==> config.mk <==
export PLATFORM = sky130hd
export DESIGN_NAME = mc_seq_ctrl
export DESIGN_NICKNAME = d
export VERILOG_FILES = /design/src/rtl/mc_seq_pkg.sv /design/src/rtl/mc_seq_hs.sv /design/src/rtl/mc_seq_ctrl.sv
export SDC_FILE = /design/constraint.sdc
export NUM_CORES = 1
export LEC_CHECK = 0
export ABC_CLOCK_PERIOD_IN_PS = 4800
export BUFFER_PORTS_ARGS = -buffer_cell sky130_fd_sc_hd__buf_2
export CAP_MARGIN = 20
export CELL_PAD_IN_SITES_DETAIL_PLACEMENT = 0
export CELL_PAD_IN_SITES_GLOBAL_PLACEMENT = 1
export CORE_MARGIN = 10
export CORE_UTILIZATION = 25
export DETAILED_ROUTE_END_ITERATION = 7
export PLACE_DENSITY_LB_ADDON = 0.1
export SYNTH_ARGS = -nofsm -noshare
export SYNTH_HDL_FRONTEND = slang
export SYNTH_SLANG_ARGS = --single-unit
==> constraint.sdc <==
create_clock -name clk -period 4.8 [get_ports clk]
set_input_delay 0.48 -clock clk [delete_from_list [all_inputs] [get_ports clk]]
set_output_delay 0.48 -clock clk [all_outputs]
set_load 0.05 [all_outputs]
==> src/rtl/mc_seq_pkg.sv <==
// Shared definitions for the multicycle sequencer.
//   - Decoder path classes (PATH_*), as driven on mc_seq_ctrl.path.
//   - Sequencer state encoding (state_e).
//   - Bit positions of the one-hot stage display vector (STG_*).
//   - Helpers: is_hs_state() marks the enable/done handshake states, and
//     stage_of() maps a state to its stage LED pattern.
package mc_seq_pkg;

    localparam logic [3:0] PATH_MFX    = 4'd0;  // mfhi/mflo: write back only
    localparam logic [3:0] PATH_ALU    = 4'd1;  // ALU op with register write
    localparam logic [3:0] PATH_LOAD   = 4'd2;
    localparam logic [3:0] PATH_STORE  = 4'd3;
    localparam logic [3:0] PATH_BRANCH = 4'd4;
    localparam logic [3:0] PATH_J      = 4'd5;
    localparam logic [3:0] PATH_JAL    = 4'd6;
    localparam logic [3:0] PATH_NOWB   = 4'd7;  // executes, no write back
    localparam logic [3:0] PATH_JR     = 4'd8;
    localparam logic [3:0] PATH_HALT   = 4'd9;

    typedef enum logic [3:0] {
        ST_IDLE,
        ST_FETCH,
        ST_FWAIT,
        ST_DECODE,
        ST_REGRD,
        ST_EXEC,
        ST_MEMACC,
        ST_MWAIT,
        ST_WBACK,
        ST_JUMP,
        ST_BRANCH,
        ST_HALT,
        ST_ERROR
    } state_e;

    localparam int STAGE_W = 9;
    localparam int STG_IF  = 0;
    localparam int STG_ID  = 1;
    localparam int STG_REG = 2;
    localparam int STG_EX  = 3;
    localparam int STG_MEM = 4;
    localparam int STG_WB  = 5;
    localparam int STG_JU  = 6;
    localparam int STG_BR  = 7;
    localparam int STG_SK  = 8;

    function automatic logic is_hs_state(input state_e s);
        return (s == ST_DECODE) || (s == ST_REGRD) || (s == ST_EXEC) ||
               (s == ST_WBACK)  || (s == ST_JUMP)  || (s == ST_BRANCH);
    endfunction

    // Wait states share the LED of the state that issued the request.
    function automatic logic [STAGE_W-1:0] stage_of(input state_e s);
        logic [STAGE_W-1:0] v;
        v = '0;
        case (s)
            ST_FETCH, ST_FWAIT:  v[STG_IF]  = 1'b1;
            ST_DECODE:           v[STG_ID]  = 1'b1;
            ST_REGRD:            v[STG_REG] = 1'b1;
            ST_EXEC:             v[STG_EX]  = 1'b1;
            ST_MEMACC, ST_MWAIT: v[STG_MEM] = 1'b1;
            ST_WBACK:            v[STG_WB]  = 1'b1;
            ST_JUMP:             v[STG_JU]  = 1'b1;
            ST_BRANCH:           v[STG_BR]  = 1'b1;
            ST_HALT:             v[STG_SK]  = 1'b1;
            default:             v = '0;
        endcase
        return v;
    endfunction

endpackage

==> src/rtl/mc_seq_hs.sv <==
// Enable/done tracker with watchdog, shared by all handshake states of the
// sequencer (only one sub-unit is ever active at a time).
// Ports:
//   clk, rst   clock, synchronous active-high reset
//   run        0 freezes enable and watchdog
//   start      state is being entered this edge: raise enable, clear watchdog
//   done       done strobe of the sub-unit owning the current state
//   en         registered enable of the active sub-unit
//   fire       done accepted this cycle (enable high and done high)
//   tmo        watchdog expires this cycle (2^TMO_W-1 cycles without done)
//
// Handshake: en rises on the edge that enters a state and stays high until the
// edge where done is sampled high; that edge clears en and the caller advances.
// done while en is low is ignored. When run=0 nothing advances, so a done
// pulse arriving while frozen is lost; units must hold done until en drops.
module mc_seq_hs #(
    parameter int TMO_W = 8
) (
    input  logic clk,
    input  logic rst,
    input  logic run,
    input  logic start,
    input  logic done,
    output logic en,
    output logic fire,
    output logic tmo
);

    // The counter holds cycles already spent; the cycle on which it reads
    // 2^TMO_W-2 is the (2^TMO_W-1)th and last one allowed.
    localparam logic [TMO_W-1:0] TMO_LAST = ~TMO_W'(1);

    logic             en_q, en_d;
    logic [TMO_W-1:0] cnt_q, cnt_d;

    assign en   = en_q;
    assign fire = en_q & done;
    assign tmo  = en_q & ~done & (cnt_q == TMO_LAST);

    always_comb begin
        en_d  = en_q;
        cnt_d = cnt_q;
        if (run) begin
            // Entry wins over exit so back-to-back handshake states
            // (WBACK -> JUMP) start the next unit cleanly.
            if (start) begin
                en_d  = 1'b1;
                cnt_d = '0;
            end else if (fire || tmo) begin
                en_d  = 1'b0;
                cnt_d = '0;
            end else if (en_q) begin
                cnt_d = cnt_q + TMO_W'(1);
            end
        end
    end

    always_ff @(posedge clk) begin
        if (rst) begin
            en_q  <= 1'b0;
            cnt_q <= '0;
        end else begin
            en_q  <= en_d;
            cnt_q <= cnt_d;
        end
    end

endmodule

==> src/rtl/mc_seq_ctrl.sv <==
// Multicycle sequencer for the MIPS core. Owns the PC and steps each
// instruction through fetch, decode, register read, execute, memory, write
// back, jump and branch according to the decoder path class.
// Ports:
//   clk, rst            clock, synchronous active-high reset
//   run                 0 freezes state, PC and counters
//   path                decoder path class (mc_seq_pkg::PATH_*)
//   *_done / *_en       sub-unit handshakes (dec, reg, alu, br, ju)
//   alu_addr            load/store address
//   pc_next_b/pc_next_j branch / jump targets
//   dbg_req, dbg_addr   debug memory read, served only while halted
//   reg_write           register-file write qualifier (write back)
//   mem_en/ren/wen/addr memory controls
//   ir_load             pulse: memory data is the instruction word
//   pc                  program counter
//   stage               one-hot {SK,BR,JU,WB,MEM,EX,REG,ID,IF}
//   halted, err         in HALT / in ERROR (ERROR sticky until rst)
//   dbg_state           raw sequencer state for debug visibility
//   cyc_cnt, instr_cnt  performance counters, only with MC_SEQ_PERF_EN
// Build option: define MC_SEQ_PERF_EN to add the performance counters.
module mc_seq_ctrl
    import mc_seq_pkg::*;
#(
    parameter int          PC_W     = 32,
    parameter int          ADDR_W   = 16,
    parameter int          PC_INC   = 1,
    parameter int unsigned RESET_PC = 0,
    parameter int          MEM_LAT  = 3,
    parameter int          TMO_W    = 8
) (
    input  logic              clk,
    input  logic              rst,
    input  logic              run,
    input  logic [3:0]        path,
    input  logic              dec_done,
    input  logic              reg_done,
    input  logic              alu_done,
    input  logic              br_done,
    input  logic              ju_done,
    input  logic [ADDR_W-1:0] alu_addr,
    input  logic [PC_W-1:0]   pc_next_b,
    input  logic [PC_W-1:0]   pc_next_j,
    input  logic              dbg_req,
    input  logic [ADDR_W-1:0] dbg_addr,
    output logic              dec_en,
    output logic              reg_en,
    output logic              alu_en,
    output logic              br_en,
    output logic              ju_en,
    output logic              reg_write,
    output logic              mem_en,
    output logic              mem_ren,
    output logic              mem_wen,
    output logic [ADDR_W-1:0] mem_addr,
    output logic              ir_load,
    output logic [PC_W-1:0]   pc,
    output logic [8:0]        stage,
    output logic              halted,
    output logic [3:0]        dbg_state,
`ifdef MC_SEQ_PERF_EN
    output logic [31:0]       cyc_cnt,
    output logic [31:0]       instr_cnt,
`endif
    output logic              err
);

    localparam int               LAT_W    = (MEM_LAT > 1) ? $clog2(MEM_LAT) : 1;
    localparam logic [LAT_W-1:0] LAT_LAST = LAT_W'(MEM_LAT - 1);

    state_e            state_q, state_d;
    logic [PC_W-1:0]   pc_q, pc_d;
    logic [LAT_W-1:0]  lat_q, lat_d;
    logic [3:0]        path_q, path_d;

    logic hs_done, hs_start, hs_en, hs_fire, hs_tmo;

    // Only the unit owning the current state can complete it.
    always_comb begin
        hs_done = 1'b0;
        case (state_q)
            ST_DECODE:          hs_done = dec_done;
            ST_REGRD, ST_WBACK: hs_done = reg_done;
            ST_EXEC:            hs_done = alu_done;
            ST_JUMP:            hs_done = ju_done;
            ST_BRANCH:          hs_done = br_done;
            default:            hs_done = 1'b0;
        endcase
    end

    assign hs_start = is_hs_state(state_d) && (state_d != state_q);

    mc_seq_hs #(
        .TMO_W (TMO_W)
    ) u_hs (
        .clk   (clk),
        .rst   (rst),
        .run   (run),
        .start (hs_start),
        .done  (hs_done),
        .en    (hs_en),
        .fire  (hs_fire),
        .tmo   (hs_tmo)
    );

    always_comb begin
        state_d = state_q;
        pc_d    = pc_q;
        lat_d   = lat_q;
        path_d  = path_q;
        if (run) begin
            case (state_q)
                ST_IDLE: state_d = ST_FETCH;
                ST_FETCH: begin
                    lat_d   = '0;
                    state_d = ST_FWAIT;
                end
                ST_FWAIT: begin
                    if (lat_q == LAT_LAST) state_d = ST_DECODE;
                    else                   lat_d   = lat_q + LAT_W'(1);
                end
                ST_DECODE: begin
                    if (hs_tmo) begin
                        state_d = ST_ERROR;
                    end else if (hs_fire) begin
                        pc_d   = pc_q + PC_W'(PC_INC);
                        // The class is kept for the later branch points.
                        path_d = path;
                        case (path)
                            PATH_MFX, PATH_JAL: state_d = ST_WBACK;
                            PATH_J:             state_d = ST_JUMP;
                            PATH_HALT:          state_d = ST_HALT;
                            PATH_ALU, PATH_LOAD, PATH_STORE,
                            PATH_BRANCH, PATH_NOWB, PATH_JR:
                                                state_d = ST_REGRD;
                            default:            state_d = ST_ERROR;
                        endcase
                    end
                end
                ST_REGRD: begin
                    if (hs_tmo)       state_d = ST_ERROR;
                    else if (hs_fire) state_d = (path_q == PATH_JR) ? ST_JUMP : ST_EXEC;
                end
                ST_EXEC: begin
                    if (hs_tmo) begin
                        state_d = ST_ERROR;
                    end else if (hs_fire) begin
                        case (path_q)
                            PATH_ALU:               state_d = ST_WBACK;
                            PATH_LOAD, PATH_STORE:  state_d = ST_MEMACC;
                            PATH_BRANCH:            state_d = ST_BRANCH;
                            default:                state_d = ST_FETCH;
                        endcase
                    end
                end
                ST_MEMACC: begin
                    lat_d   = '0;
                    state_d = (path_q == PATH_LOAD) ? ST_MWAIT : ST_FETCH;
                end
                ST_MWAIT: begin
                    if (lat_q == LAT_LAST) state_d = ST_WBACK;
                    else                   lat_d   = lat_q + LAT_W'(1);
                end
                ST_WBACK: begin
                    if (hs_tmo)       state_d = ST_ERROR;
                    else if (hs_fire) state_d = (path_q == PATH_JAL) ? ST_JUMP : ST_FETCH;
                end
                ST_JUMP: begin
                    if (hs_tmo) begin
                        state_d = ST_ERROR;
                    end else if (hs_fire) begin
                        pc_d    = pc_next_j;
                        state_d = ST_FETCH;
                    end
                end
                ST_BRANCH: begin
                    if (hs_tmo) begin
                        state_d = ST_ERROR;
                    end else if (hs_fire) begin
                        pc_d    = pc_next_b;
                        state_d = ST_FETCH;
                    end
                end
                ST_HALT, ST_ERROR: state_d = state_q;
                default:           state_d = ST_ERROR;
            endcase
        end
    end

    always_ff @(posedge clk) begin
        if (rst) begin
            state_q <= ST_IDLE;
            pc_q    <= PC_W'(RESET_PC);
            lat_q   <= '0;
            path_q  <= '0;
        end else begin
            state_q <= state_d;
            pc_q    <= pc_d;
            lat_q   <= lat_d;
            path_q  <= path_d;
        end
    end

    always_comb begin
        dec_en    = hs_en && (state_q == ST_DECODE);
        reg_en    = hs_en && ((state_q == ST_REGRD) || (state_q == ST_WBACK));
        alu_en    = hs_en && (state_q == ST_EXEC);
        br_en     = hs_en && (state_q == ST_BRANCH);
        ju_en     = hs_en && (state_q == ST_JUMP);
        reg_write = hs_en && (state_q == ST_WBACK);
        mem_en    = 1'b0;
        mem_ren   = 1'b0;
        mem_wen   = 1'b0;
        mem_addr  = '0;
        ir_load   = 1'b0;
        case (state_q)
            // The fetch read stays asserted through the wait so the address
            // is stable until the word is captured.
            ST_FETCH, ST_FWAIT: begin
                mem_en   = 1'b1;
                mem_ren  = 1'b1;
                mem_addr = pc_q[ADDR_W-1:0];
                ir_load  = (state_q == ST_FWAIT) && (lat_q == LAT_LAST);
            end
            ST_MEMACC: begin
                mem_en   = 1'b1;
                mem_addr = alu_addr;
                mem_ren  = (path_q == PATH_LOAD);
                mem_wen  = (path_q != PATH_LOAD);
            end
            ST_HALT: begin
                if (dbg_req) begin
                    mem_en   = 1'b1;
                    mem_ren  = 1'b1;
                    mem_addr = dbg_addr;
                end
            end
            default: ;
        endcase
    end

    assign pc        = pc_q;
    assign stage     = stage_of(state_q);
    assign halted    = (state_q == ST_HALT);
    assign err       = (state_q == ST_ERROR);
    assign dbg_state = state_q;

`ifdef MC_SEQ_PERF_EN
    logic [31:0] cyc_q, cyc_d, instr_q, instr_d;

    always_comb begin
        cyc_d   = cyc_q;
        instr_d = instr_q;
        if (run && (state_q != ST_HALT) && (state_q != ST_ERROR)) cyc_d = cyc_q + 32'd1;
        if (run && (state_q == ST_DECODE) && hs_fire)             instr_d = instr_q + 32'd1;
    end

    always_ff @(posedge clk) begin
        if (rst) begin
            cyc_q   <= '0;
            instr_q <= '0;
        end else begin
            cyc_q   <= cyc_d;
            instr_q <= instr_d;
        end
    end

    assign cyc_cnt   = cyc_q;
    assign instr_cnt = instr_q;
`endif

endmodule

==> results of run 1 <==
## final cells by class
cell class / instances / area [µm²]
diodes: 1 / 2.50
repair buffers: 192 / 1000
flip-flops and latches: 51 / 1020
clock inverters: 2 / 16.3
clock buffers: 6 / 129
multi-input cells: 518 / 3050
inverters: 20 / 75.1
well taps: 225 / 282
fillers: 1944 / 11700
## cell families (layout without fill, tap and decap cells)
group                      Yosys count  after routing  synth area share [%]
muxes                                7              7                  1.59
DFF                                 51             51                  23.2
other                                0              1                     0
and+or+nand+nor                    270            270                  29.7
AOI/OAI and AO/OA                  229            229                  34.5
xor gates and xnor gates             5              5                 0.996
adders and majority gates            7              7                  1.99
buffers and inverters               70            220                  8.00
## per-stage QoR
step	util, %	cells
after detailed placement	31.3	1005
final	32.2	1015
after floorplan	-	639
after global routing	32.2	1015
after CTS	32.1	1013
after global placement	31.3	1005
## synthesized netlist by cell type (4+ instances only)
master	count	area [µm²]
ha_1	7	87.6
o21ai_0	54	270
o211ai_1	4	30.0
a221oi_1	6	52.6
or3_1	6	37.5
o31ai_1	8	60.1
nand2b_1	4	25.0
and2_1	5	31.3
nor2_1	79	297
and3_1	11	68.8
a22oi_1	32	240
mux2i_1	7	70.1
nor3_1	27	135
dfxtp_1	51	1020
a222oi_1	9	90.1
inv_1	18	67.6
nand4_1	6	37.5
nand2_1	82	308
a211oi_1	5	37.5
buf_6	5	56.3
a31oi_1	15	93.8
a21oi_1	55	275
a22o_1	6	52.6
nand3_1	18	90.1
buf_2	5	25.0
nor2b_1	5	31.3
clkbuf_1	32	120
o22ai_1	4	25.0
## registers in the layout, indices dropped and copies added, names as in the netlist
name        flops
u_hs.cnt_q      8
lat_q           2
u_hs.en         1
pc             32
dbg_state       4
path_q          4
## critical path, cell delays in order, from the launching register on
cell	delay, ns
dfxtp_1	0.94
xor2_1	0.24
and3_4	0.27
o31ai_2	0.55
a211oi_2	0.11
o311ai_0	0.32
o311ai_1	0.17
a2111oi_1	0.40
a211o_2	0.33
nand2_1	0.14
o32ai_1	0.25
## per-layer routing
| layer | vias up | wire length [µm] | track usage, % |
|---|---|---|---|
| met3 | 17 | 1100 | 3.16 |
| met4 | 0 | 259 | 3.81 |
| met5 | - | 0 | 0 |
| met1 | 2562 | 9070 | 21.1 |
| li1 | 2671 | - | - |
| met2 | 183 | 9220 | 26.6 |
## path summary, 6_finish.rpt
path / slack [ns] / to / start / cells after the start
setup / recovery: 0.98 / u_hs.cnt_q[1] / dbg_state[2] / 10
hold / removal: 0.44 / path_q[1] / path[1] / 3
setup reg to reg: 0.98 / u_hs.cnt_q[1] / dbg_state[2] / 10
hold reg to reg: 0.46 / u_hs.cnt_q[7] / u_hs.cnt_q[7] / 1
## power by group through the flow
| stage | Clock, µW | Combinational (µW) | Sequential [µW] |
|---|---|---|---|
| floorplan | 0 | 102 | 444 |
| global placement | 0 | 170 | 448 |
| detailed placement | 0 | 170 | 448 |
| CTS | 395 | 171 | 438 |
| global route | 409 | 189 | 440 |
| finish | 378 | 172 | 438 |
==> results.sh, run 1 <==
export IMPL_final_common_cell="buf_2"
export IMPL_p_sw_share_pct=30.3
export IMPL_yosysWarnings=0
export IMPL_critical_path_class="flop to flop"
export IMPL_critPathMaxFanout=27
export IMPL_p_leak_uw=0.00226
export IMPL_power_density_nw_per_um2=177
export IMPL_start_util_pct=25.4
export IMPL_critPathArrivalTime_ns=4.04
export IMPL_holdWs_ns=0.442
export IMPL_path_clk_slew_ns=0.07
export IMPL_stdcell_area_um2=5580
export IMPL_worst_slack_ns=0.976
export IMPL_avgRoutedWirePerCell_um=19.4
export IMPL_cap_violations=0
export IMPL_die_h_um=153
export IMPL_grt_pass1_wl_um=31300
export IMPL_async_reset_ff_share_pct=0
export IMPL_hold_path_class="primary input to flop"
export IMPL_placed_cell_area_um2=5410
export IMPL_critPathCaptureType="flop"
export IMPL_fin_nets=904
export IMPL_cts_root_buf="clkbuf_16"
export IMPL_max_freq_ghz=0.261
export IMPL_worst_pin_slew_ns=1.07
export IMPL_post_cts_setup_buffer_count=0
export IMPL_drt_wl_total_um=19700
export IMPL_fin_skew_ns=0.00787
export IMPL_syn_to_final_growth_pct=26.8
export IMPL_firstDrtPassIters=5
export IMPL_ys_flop_type="dfxtp_1"
export IMPL_synth_seq_area_share_pct=23.2
export IMPL_clkPwrFrac_pct=38.2
export IMPL_setup_tns_ns=0
export IMPL_hold_buffers=0
export IMPL_pwr_share_seq_pct=44.3
export IMPL_grt_overflow=0
export IMPL_core_um2=17300
export IMPL_syn_nets=755
export IMPL_portBuffers=181
export IMPL_dp_slack_ns=1.05
export IMPL_fin_crit_ns=3.82
export IMPL_ioPinCount=182
export IMPL_drive_above_1_share_pct=28.0
export IMPL_drt_initial_drc_count=385
export IMPL_pwr_share_comb_pct=17.4
export IMPL_fin_total_pwr_uw=988
export IMPL_finalHoldViolCount=0
export IMPL_setup_viol=0
export IMPL_max_slew_margin_pct=28.6
export IMPL_avgSynthCellArea_um2=6.88
export IMPL_dpl_hpwl_um=14500
export IMPL_place_congestion=0.918
export IMPL_h_tree_depth=2
export IMPL_rsz0062_at_grt="no"
export IMPL_via_per_inst=5.35
export IMPL_antenna_left=0
export IMPL_cts_made_buffers=5
export IMPL_die_x_um=153
export IMPL_route_detailed_drc=0
export IMPL_worstPathRequired_ns=5.02
export IMPL_via_count=5433
export IMPL_grt_max_degree=53
export IMPL_peakVddDrop_mv=0.119
export IMPL_antenna_found_initial=1
export IMPL_p_sw_uw=300
export IMPL_final_cell_mix="buf_2, nand2_1, nor2_1"
export IMPL_cts_resized_gates=0
export IMPL_clock_sink_count=51
export IMPL_slew_violations=0
export IMPL_status="completed"
export IMPL_cp_start_kind="flop"
export IMPL_synth_edf_count=0
export IMPL_dieArea_um2=23300
export IMPL_clock_latency_ns=0.31
export IMPL_cts_buffer_depth=2
export IMPL_cts_tree="yes"
export IMPL_synth_cell_types=77
export IMPL_period_share_pct=79.7
export IMPL_p_int_uw=689
export IMPL_syn_inst=639
export IMPL_netlist_area_um2=4400
export IMPL_grt_use_total_pct=16.1
export IMPL_rows=48
export IMPL_synth_seq_cells=51
export IMPL_grt_pass1_vias=5415
Note: power is estimated with default switching activity, not from simulation.
==> run 2: changes to the inputs <==
Settings changed: ABC_CLOCK_PERIOD_IN_PS 4800 to 3200.
Clock period 4.8 ns to 3.2 ns, I/O delays scaled along.
==> run 2 against run 1 <==
Effect of this change: cell count up 3.5%; clock power up 71%; worst setup slack worse by 0.73 ns; flip-flop and latch count unchanged; die area unchanged; worst hold slack worse by 0.17 ns; sequential share of layout area down 1.1 points; global-route usage up 0.18 points; wire length up 2.1%; first-iteration DRC count up 3.6%; largest power group unchanged.
==> results.sh, run 2 (synthesis results as in run 1) <==
export IMPL_finalHoldViolCount=0
export IMPL_pwr_share_comb_pct=18.8
export IMPL_reg2reg_from="dbg_state[1]"
export IMPL_rsz0062_at_grt="no"
export IMPL_peakVddDrop_mv=0.195
export IMPL_final_cell_mix="buf_2, nand2_1, nor2_1"
export IMPL_cts_tree="yes"
export IMPL_via_count=5603
export IMPL_dp_slack_ns=0.0950
export IMPL_path_clk_slew_ns=0.08
export IMPL_cap_violations=0
export IMPL_critPathCaptureType="flop"
export IMPL_start_util_pct=25.4
export IMPL_grt_overflow=0
export IMPL_cp_start_kind="flop"
export IMPL_final_common_cell="buf_2"
export IMPL_met1_length_um=9080
export IMPL_placed_cell_area_um2=5740
export IMPL_p_leak_uw=0.00248
export IMPL_min_from="path[1]"
export IMPL_grt_pass1_wl_um=31600
export IMPL_fin_crit_ns=2.95
export IMPL_h_tree_depth=2
export IMPL_worst_slack_ns=0.248
export IMPL_slew_violations=0
export IMPL_grt_use_total_pct=16.3
export IMPL_drt_initial_drc_count=399
export IMPL_setup_tns_ns=0
export IMPL_route_detailed_drc=0
export IMPL_antenna_found_initial=0
export IMPL_hold_path_class="primary input to flop"
export IMPL_period_share_pct=92.3
export IMPL_grt_max_degree=51
export IMPL_fillers=1903
export IMPL_setup_viol=0
export IMPL_worstPathRequired_ns=3.43
export IMPL_largest_reg_flops=32
export IMPL_die_x_um=153
export IMPL_clkPwrFrac_pct=40.4
export IMPL_fin_skew_ns=0.00901
export IMPL_critical_path_class="flop to flop"
export IMPL_hold_buffers=0
export IMPL_dr_wl_met2_um=9460
export IMPL_clock_sink_count=51
export IMPL_ioPinCount=182
export IMPL_critPathMaxFanout=10
export IMPL_worst_pin_slew_ns=0.628
export IMPL_power_density_nw_per_um2=268
export IMPL_drive_above_1_share_pct=32.4
export IMPL_status="completed"
export IMPL_place_congestion=0.926
export IMPL_syn_to_final_growth_pct=35.6
export IMPL_antenna_left=0
export IMPL_grt_pass1_vias=5496
export IMPL_max_freq_ghz=0.339
export IMPL_stdcell_area_um2=5960
export IMPL_fin_nets=941
export IMPL_p_sw_share_pct=29.0
export IMPL_portBuffers=181
export IMPL_dieArea_um2=23300
export IMPL_die_h_um=153
export IMPL_core_um2=17300
export IMPL_insertedDiodeCount=0
export IMPL_p_sw_uw=463
export IMPL_drt_wl_total_um=20100
export IMPL_via_per_inst=5.33
export IMPL_dpl_hpwl_um=15100
export IMPL_avgRoutedWirePerCell_um=19.1
export IMPL_met3_wirelength_um=1300
export IMPL_rows=48
export IMPL_cts_root_buf="clkbuf_16"
export IMPL_cts_made_buffers=5
export IMPL_max_slew_margin_pct=58.1
export IMPL_crit_path_start="dbg_state[1]"
export IMPL_critPathArrivalTime_ns=3.19
export IMPL_clock_latency_ns=0.30
export IMPL_firstDrtPassIters=5
export IMPL_fin_total_pwr_uw=1600
export IMPL_p_int_uw=1140
export IMPL_cts_buffer_depth=2
export IMPL_top_layer_used="met4"
export IMPL_pwr_share_seq_pct=40.8
[run 2: cell types whose count changed in the layout (fill, tap and decap cells not counted), sizes merged]
cell,previous run,this run
a211o,2,3
buf,192,228
bufinv,0,1
clkinvlp,1,0
diode,1,0
[run 2: metal layers]
metal  vias up  track usage [%]
met2       201             26.8
met1      2641             21.3
met5         -                0
met4         0             3.54
met3        16             3.44
li1       2745                -
[run 2: path summary, 6_finish.rpt]
kind | end | slack [ns] | depth (start not counted)
max | u_hs.cnt_q[2] | 0.25 | 11
min | path_q[1] | 0.27 | 3
max reg2reg | u_hs.cnt_q[2] | 0.25 | 11
min reg2reg | u_hs.cnt_q[7] | 0.47 | 1
[run 2: power by group through the flow]
stage / clock network, µW / logic [µW] / registers [µW]
2_1_floorplan: 0 / 154 / 667
3_3_place_gp: 0 / 288 / 667
3_5_place_dp: 0 / 289 / 667
4_1_cts: 673 / 290 / 652
5_1_grt: 689 / 327 / 654
6_report: 647 / 301 / 653
[run 2: final cells by class]
type,count,area [µm²],share of cell area [%]
well taps,225,282,4.72
multi-input cells,519,3100,52.1
clock inverters,2,38.8,0.650
flip-flops and latches,51,1030,17.2
repair buffers,228,1310,21.9
clock buffers,6,129,2.16
inverters,20,75.1,1.26
[run 2: stage by stage]
stage / hold WS [ns] / utilization (%) / std cells
global route: 0.289 / 34.5 / 1051
finish: 0.273 / 34.5 / 1051
CTS: 0.266 / 34.2 / 1049
detailed placement: 0.456 / 33.2 / 1041
floorplan: 0.430 / - / 639
global placement: 0.444 / 33.2 / 1041
[run 2: repair_timing]
item,4_1_cts,5_1_grt
gates resized for setup,0,9
buffers inserted,0,1
setup endpoints to repair,0,9
[run 2: worst max-delay path: stages, from the launching register on]
cell and delay (ns):
dfxtp_2 0.53, inv_1 0.15, a211o_2 0.40, a31oi_2 0.26, o31ai_1 0.16, a21oi_1 0.24
nor3_1 0.09, a2111oi_2 0.40, buf_4 0.18, a211o_1 0.21, a31oi_1 0.11, o21ai_0 0.14
==> run 3: changes to the inputs <==
Settings changed: CORE_MARGIN 10 to 1.5, PLACE_DENSITY_LB_ADDON 0.1 to 0.2.
==> run 3 against run 2 <==
Effect of this change: critical path depth unchanged; die area is 21% lower; register-to-register slack got worse by 0.03 ns; critical path type unchanged; largest power group unchanged.
==> results.sh, run 3 (synthesis results as in run 1) <==
export IMPL_cap_violations=0
export IMPL_grt_overflow=0
export IMPL_holdWs_ns=0.269
export IMPL_via_per_inst=5.28
export IMPL_die_x_um=136
export IMPL_place_congestion=0.887
export IMPL_placed_cells=1036
export IMPL_rsz0062_at_grt="no"
export IMPL_period_share_pct=93.3
export IMPL_path_delay_family="compound AO/OA/AOI/OAI gates"
export IMPL_hold_buffers=0
export IMPL_p_sw_share_pct=29.9
export IMPL_cp_slowest_cell="a211o_2"
export IMPL_cts_root_buf="clkbuf_16"
export IMPL_die_h_um=136
export IMPL_critical_path_class="flop to flop"
export IMPL_worst_pin_slew_ns=0.838
export IMPL_start_util_pct=25.5
export IMPL_pwr_share_seq_pct=42.9
export IMPL_pwr_share_comb_pct=18.3
export IMPL_critPathMaxFanout=18
export IMPL_power_density_nw_per_um2=261
export IMPL_cp_start_kind="flop"
export IMPL_antenna_left=0
export IMPL_reg2reg_depth=11
export IMPL_finalNonFillerCells=1045
export IMPL_path_common_cell="o22ai_1"
export IMPL_dpl_hpwl_um=13300
export IMPL_status="completed"
export IMPL_grt_use_total_pct=18.6
export IMPL_finalHoldViolCount=0
export IMPL_r2r_setup_slack_ns=0.21
export IMPL_r2r_end="u_hs.cnt_q[6]"
export IMPL_fillers=1896
export IMPL_avgRoutedWirePerCell_um=17.0
export IMPL_grt_max_degree=47
export IMPL_hold_path_class="primary input to flop"
export IMPL_final_common_cell="buf_2"
export IMPL_worstPathCellList="buf_12 -> nand2b_1 -> or4_1 -> a2111oi_2 -> o21ai_0 -> nand2_1 -> o22ai_1 -> xor2_1 -> a211o_2 -> a31oi_1 -> o22ai_1"
export IMPL_cts_buffer_depth=2
export IMPL_setup_tns_ns=0
export IMPL_slew_violations=0
export IMPL_clock_latency_ns=0.31
export IMPL_syn_to_final_growth_pct=32.7
export IMPL_grt_pass1_vias=5101
export IMPL_hold_path_depth=3
export IMPL_final_cell_mix="buf_2, nand2_1, nor2_1"
export IMPL_rows=48
export IMPL_drive_above_1_share_pct=31.5
export IMPL_largest_reg_flops=32
export IMPL_ioPinCount=182
export IMPL_cts_resized_gates=0
export IMPL_fin_util_pct=33.8
export IMPL_drt_wl_total_um=17800
export IMPL_drt_initial_drc_count=324
export IMPL_dp_slack_ns=0.0250
export IMPL_fin_skew_ns=0.00777
export IMPL_h_tree_depth=2
export IMPL_reg2reg_from="dbg_state[3]"
export IMPL_ff_latch_area_um2=1030
export IMPL_crit_buf_inv=1
export IMPL_max_stage_delay_ns=0.47
export IMPL_setup_viol=0
export IMPL_worstPathRequired_ns=3.40
export IMPL_critPathArrivalTime_ns=3.18
export IMPL_max_freq_ghz=0.335
export IMPL_multi_input_area_um2=3070
export IMPL_fin_crit_ns=2.99
export IMPL_p_sw_uw=456
export IMPL_p_int_uw=1070
export IMPL_core_um2=17200
export IMPL_clock_sink_count=51
export IMPL_route_detailed_drc=0
export IMPL_worst_slack_ns=0.215
export IMPL_firstDrtPassIters=5
export IMPL_cts_made_buffers=5
export IMPL_min_from="path[1]"
export IMPL_dieArea_um2=18400
export IMPL_hold_end="path_q[1]"
export IMPL_antenna_found_initial=1
export IMPL_p_leak_uw=0.00243
export IMPL_portBuffers=181
export IMPL_post_cts_setup_buffer_count=0
export IMPL_fin_nets=934
export IMPL_grt_pass1_wl_um=27200
export IMPL_cts_tree="yes"
export IMPL_path_clk_slew_ns=0.07
export IMPL_critPathCaptureType="flop"
export IMPL_max_slew_margin_pct=44.1
export IMPL_via_count=5514
export IMPL_clkPwrFrac_pct=38.8
export IMPL_peakVddDrop_mv=0.185
## run 3: cell type report
type	instances	area share, %
multi-input combinational	518	52.6
antenna	1	0.0429
clock buffer	6	2.38
sequential	51	17.6
clock inverter	2	0.236
inverter	20	1.29
tap	225	4.83
timing repair buffer	222	21.0
## run 3: power groups by stage
stage / combinational (µW) / clock (µW) / sequential [µW]
finish: 279 / 591 / 653
global route: 304 / 642 / 655
CTS: 278 / 621 / 653
detailed placement: 277 / 0 / 668
global placement: 277 / 0 / 668
floorplan: 154 / 0 / 667
## run 3: worst max path at each step
stage	from	to	slack [ns]	depth (start not counted)
global placement	dbg_state[3]	u_hs.cnt_q[1]	0.07	11
finish	dbg_state[3]	u_hs.cnt_q[6]	0.21	11
detailed placement	dbg_state[3]	u_hs.cnt_q[1]	0.02	11
CTS	dbg_state[3]	u_hs.cnt_q[1]	0.02	11
floorplan	dbg_state[2]	u_hs.cnt_q[6]	0.001	13
global route	dbg_state[0]	u_hs.cnt_q[1]	0.004	10
## run 3: stage by stage
stage / power (µW) / area [µm²]
after floorplan: 821 / 4410
after global placement: 945 / 5660
after detailed placement: 945 / 5660
after CTS: 1550 / 5820
after global routing: 1600 / 5830
final: 1520 / 5830
## run 3: tightest hold or removal path: cells and delay by family
kind          cells  cell delay, ns
buf+inv           1            0.09
mux               1            0.06
simple gates      1            0.07
## run 3: routing by layer
layer	vias to the layer above	routed length [µm]	track usage [%]
met3	14	1210	2.92
met5	-	0	0
li1	2731	-	-
met1	2547	8110	25.4
met2	222	8190	30.6
met4	0	252	4.66
